<file path="src/rtl/mul_share_ctrl.sv">
`default_nettype none
// ============================================================================
// Module      : mul_share_ctrl
// Description : Round-robin two-way arbiter and sequencer for a shared
//               repeated-addition multiplier datapath (A, B, accumulator P).
//               Computes P = A * B by adding A into P while decrementing B
//               to zero. A watchdog bounds the add loop and flags an error
//               if B never reaches zero.
// Revision    : 1.0 - initial release
// ============================================================================
module mul_share_ctrl #(
  parameter int ITER_W   = 8,
  // Must not exceed 2**ITER_W - 1 so the iteration counter never wraps.
  parameter int MAX_ITER = 255
) (
  input  logic clk,
  input  logic rst,
  input  logic req0,
  input  logic req1,
  input  logic eqz,
  output logic gnt0,
  output logic gnt1,
  output logic sel,
  output logic ld_a,
  output logic ld_b,
  output logic clr_p,
  output logic ld_p,
  output logic dec,
  output logic busy,
  output logic done0,
  output logic done1,
  output logic err
);

  localparam logic [ITER_W-1:0] MAX_CNT  = ITER_W'(MAX_ITER);
  localparam logic [ITER_W-1:0] ITER_ONE = ITER_W'(1);

  typedef enum logic [1:0] {
    S_IDLE = 2'd0,
    S_LOAD = 2'd1,
    S_ADD  = 2'd2,
    S_DONE = 2'd3
  } state_t;

  state_t            state;
  state_t            state_nx;
  logic              own;       // requester currently holding the datapath
  logic              own_nx;
  logic              ptr;       // requester with priority on a tie
  logic              ptr_nx;
  logic [ITER_W-1:0] iter;      // add cycles issued in the current operation
  logic [ITER_W-1:0] iter_nx;
  logic              err_r;     // watchdog outcome of the current operation
  logic              err_nx;

  // State, ownership, priority pointer, iteration count and error flag.
  always_ff @(posedge clk) begin
    if (rst) begin
      state <= S_IDLE;
      own   <= 1'b0;
      ptr   <= 1'b0;
      iter  <= '0;
      err_r <= 1'b0;
    end else begin
      state <= state_nx;
      own   <= own_nx;
      ptr   <= ptr_nx;
      iter  <= iter_nx;
      err_r <= err_nx;
    end
  end

  // Next-state logic and datapath strobes; strobes are Moore except ld_p/dec,
  // which also depend on eqz and the watchdog count while in ADD.
  always_comb begin
    state_nx = state;
    own_nx   = own;
    ptr_nx   = ptr;
    iter_nx  = iter;
    err_nx   = err_r;
    gnt0     = 1'b0;
    gnt1     = 1'b0;
    sel      = 1'b0;
    ld_a     = 1'b0;
    ld_b     = 1'b0;
    clr_p    = 1'b0;
    ld_p     = 1'b0;
    dec      = 1'b0;
    busy     = 1'b0;
    done0    = 1'b0;
    done1    = 1'b0;
    err      = 1'b0;

    // Ownership is visible for the whole operation, LOAD through DONE.
    if (state != S_IDLE) begin
      gnt0 = ~own;
      gnt1 = own;
      sel  = own;
      busy = 1'b1;
    end

    case (state)
      S_IDLE: begin
        // Requests are only sampled here; a tie goes to the pointer.
        if (req0 || req1) begin
          own_nx   = (req0 && req1) ? ptr : req1;
          state_nx = S_LOAD;
        end
      end

      S_LOAD: begin
        ld_a     = 1'b1;
        ld_b     = 1'b1;
        clr_p    = 1'b1;
        iter_nx  = '0;
        state_nx = S_ADD;
      end

      S_ADD: begin
        if (eqz) begin
          err_nx   = 1'b0;
          state_nx = S_DONE;
        end else if (iter == MAX_CNT) begin
          err_nx   = 1'b1;
          state_nx = S_DONE;
        end else begin
          ld_p    = 1'b1;
          dec     = 1'b1;
          iter_nx = iter + ITER_ONE;
        end
      end

      S_DONE: begin
        done0    = ~own;
        done1    = own;
        err      = err_r;
        // Hand priority to the other requester for the next tie.
        ptr_nx   = ~own;
        state_nx = S_IDLE;
      end

      default: begin
        state_nx = S_IDLE;
      end
    endcase
  end

endmodule
`default_nettype wire

</file>
<file path="config.mk">
export PLATFORM = sky130hd
export DESIGN_NAME = mul_share_ctrl
export DESIGN_NICKNAME = d
export VERILOG_FILES = /design/src/rtl/mul_share_ctrl.sv
export SDC_FILE = /design/constraint.sdc
export NUM_CORES = 1
export LEC_CHECK = 0
export ABC_AREA = 0
export BUFFER_PORTS_ARGS = -buffer_cell sky130_fd_sc_hd__buf_2
export CORE_MARGIN = 2
export CORE_UTILIZATION = 46
export DETAILED_ROUTE_END_ITERATION = 16
export PLACE_DENSITY = 0.72
export SYNTH_ARGS = -nofsm -noshare
export SYNTH_HDL_FRONTEND = slang
export SYNTH_SLANG_ARGS = --single-unit
export TNS_END_PERCENT = 1
</file>
<file path="constraint.sdc">
create_clock -name clk -period 1.76 [get_ports clk]
set_input_delay 0.352 -clock clk [delete_from_list [all_inputs] [get_ports clk]]
set_output_delay 0.352 -clock clk [all_outputs]
set_load 0.01 [all_outputs]
</file>
==> results.md <==
- #FFs+latches synth: 13
- Top_reg_cell synth: dfxtp_1
- Initial core utilization: 0.504
- Setup crit start: iter[1]
- Setup crit end kind: output port
- Measured slew at the worst slew-check pin: roughly 0.34 ns
- First-pass GRT wire length: 2860 µm
- Cell count after synthesis: between 90 and 100
- Initial antenna violation count: 0
- Setup Skew: ~0.0034 ns
- Rows: 14
- Slew HR: 0.770
- Worst Hold Class: input pin to flip-flop
- Status: complete, no violations
- Fin. max-slew vios: 0
- Overflow after GRT: 0
- Multi-input logic area: 493 µm²
- DR WL/cell: roughly 13 µm
- Syn Std Cell Area: between 700 and 800 µm²
- Final Instance Count excl. Fillers: roughly 130
- # IOs: 17
- Final worst path period need: roughly 1.7 ns
- Critical Path Start Type: flip-flop
- Placed Instances: 118
- FMAX: approximately 0.6 GHz
- # setup viols final: 0
- Final Hold Fails: 0
- Antenna diode count: 0
- Startpoint of the worst register-to-register path: state[0]
- Syn nets: 101
- RSZ-0062 raised after global routing: yes
- Max cap viols: 0
- Sequential cell area: around 270 µm²
- Post-synth EDFFs: 0
- Clock Pin Slew Worst Setup and Hold Paths: 0.08 ns
- Nets@finish: between 100 and 150
- Filler Cell Count: roughly 140
- Met3 WL: roughly 55 µm
- Die H: 45.1 µm
- WP data arrival: 1.36 ns
- Vias: between 700 and 800
- Wl on met1: between 700 and 800 µm
- Critical Path RT: approximately 1.4 ns
- Max Fanout on Critical Path: 5
- Clock sinks: 13
- DRC Markers: 0
- P per Cell Area: between 1000 and 1500 nW/µm²
- Crit path kind: flip-flop to output port
- CTS HTree Levels: 1
- First DRT Iteration DRCs: 18
- Largest net degree at the start of global routing: 12
- GPL Wtd Cong: a little under 0.9
- Chip Width: 45.1 µm
- Vias in the first global route: about 660
- Part of the Yosys area used for sequential elements: 0.335
- Avg Cell Area, Syn: 8.54 µm²
- Ys async rst share: 0
- Metal2 WL: about 820 µm
- Via-per-instance ratio: between 5 and 6
- Inserted Clock Buffers: 3
- Util after Layout: 0.631
- Final HPWL DP: 1170 µm
- Max VDD drop: roughly 540 µV
- Commonest non-fill, non-tap cell in the layout: buf_2
- Syn-to-layout area delta: 25.3%
- P_leak: 0.000411 µW
- Netlist cell types: 36
- Aggregate routed wire length: around 1700 µm
- CTS tree: done
- DRT antenna net count: 0
- Buffers on Ports: 16
- Core area: 1540 µm²
- Most frequent cells in the layout: 14 x buf_2, 9 x nand2_1, 9 x dfxtp_1
- Tcrit/Tclk final: 0.973
- Die area: roughly 2000 µm²
- Share of cells above drive strength 1: 0.396
- Warnings from Yosys: 0
- Hold Startpoint: eqz
- Clk Latency, worst-skew pair: roughly 0.29 ns
- Top Metal Used: met4
- Max clock buf depth: 2
- Root Buffer: clkbuf_4
- GRT Total Usage: 0.194
- Drt pass-1 iters: 4
-- critical path, stage by stage (launching register included) --
cell and delay, ns:
dfxtp_2 0.35, ha_4 0.16, and4_4 0.19, a21o_4 0.21
inv_6 0.07, buf_6 0.10
-- registers in the layout (all words and copies together), names as in the netlist --
name / flops
err_r: 1
own: 1
iter: 8
state: 2
ptr: 1
-- routing by layer --
layer	up-vias	GRT usage
li1	364	-
met2	15	0.306
met5	-	0
met3	5	0.0360
met1	335	0.249
met4	0	0.106
-- cells by family after synthesis --
kind of cell               after synthesis  share of synthesized area
and+or+nand+nor                         38                      0.264
DFF                                     13                      0.335
xor gates and xnor gates                 1                     0.0113
AOI/OAI and AO/OA                       21                      0.214
buffers and inverters                   12                     0.0821
adders and majority gates                5                     0.0805
muxes                                    1                     0.0129
-- metrics by stage --
stage | power (µW) | hold WS [ns] | instance area (µm²) | setup WS [ns] | TNS [ns]
2_1_floorplan | 775 | 0.452 | 777 | 0.102 | 0
3_3_place_gp | 877 | 0.476 | 847 | 0.0886 | 0
3_5_place_dp | 890 | 0.486 | 847 | 0.0789 | 0
4_1_cts | 1120 | 0.277 | 920 | 0.00130 | 0
5_1_grt | 1280 | 0.283 | 973 | -0.00595 | -0.0115
6_report | 1180 | 0.288 | 973 | 0.0467 | 0
-- worst paths after layout --
check	slack, ns	to	cells past startpoint
setup / recovery	0.05	dec	5
hold / removal	0.29	err_r	2
setup reg to reg	0.19	iter[7]	6
hold reg to reg	0.50	ptr	2
-- power by group --
group	internal, µW	total (µW)	switching (µW)	leakage (µW)
logic	271	605	333	0.000289
registers	339	382	43.4	0.000107
clock network	88.2	196	108	0.0000150
total	698	1180	484	0.000411
-- synth_stat cells (3+ instances only) --
master / n / area [µm²]
inv_1: 4 / 15.0
nand2_1: 9 / 33.8
a21oi_1: 4 / 20.0
ha_1: 5 / 62.6
nand2b_1: 3 / 18.8
buf_4: 5 / 37.5
a31oi_1: 4 / 25.0
dfxtp_1: 13 / 260
nand3_1: 5 / 25.0
nor2_1: 8 / 30.0
-- final cells by class --
class	instances	area share
multi-input combinational	66	0.506
inverter	5	0.0244
clock buffer	4	0.0270
tap	16	0.0206
sequential	13	0.272
timing repair buffer	23	0.149
-- timing repair --
action,in CTS,in global routing
endpoints found under the setup margin,2,5
hold buffers,0,0
setup buffers,3,2
cloned,0,0
resized for setup,9,8
Note: power is estimated with default switching activity, not from simulation.
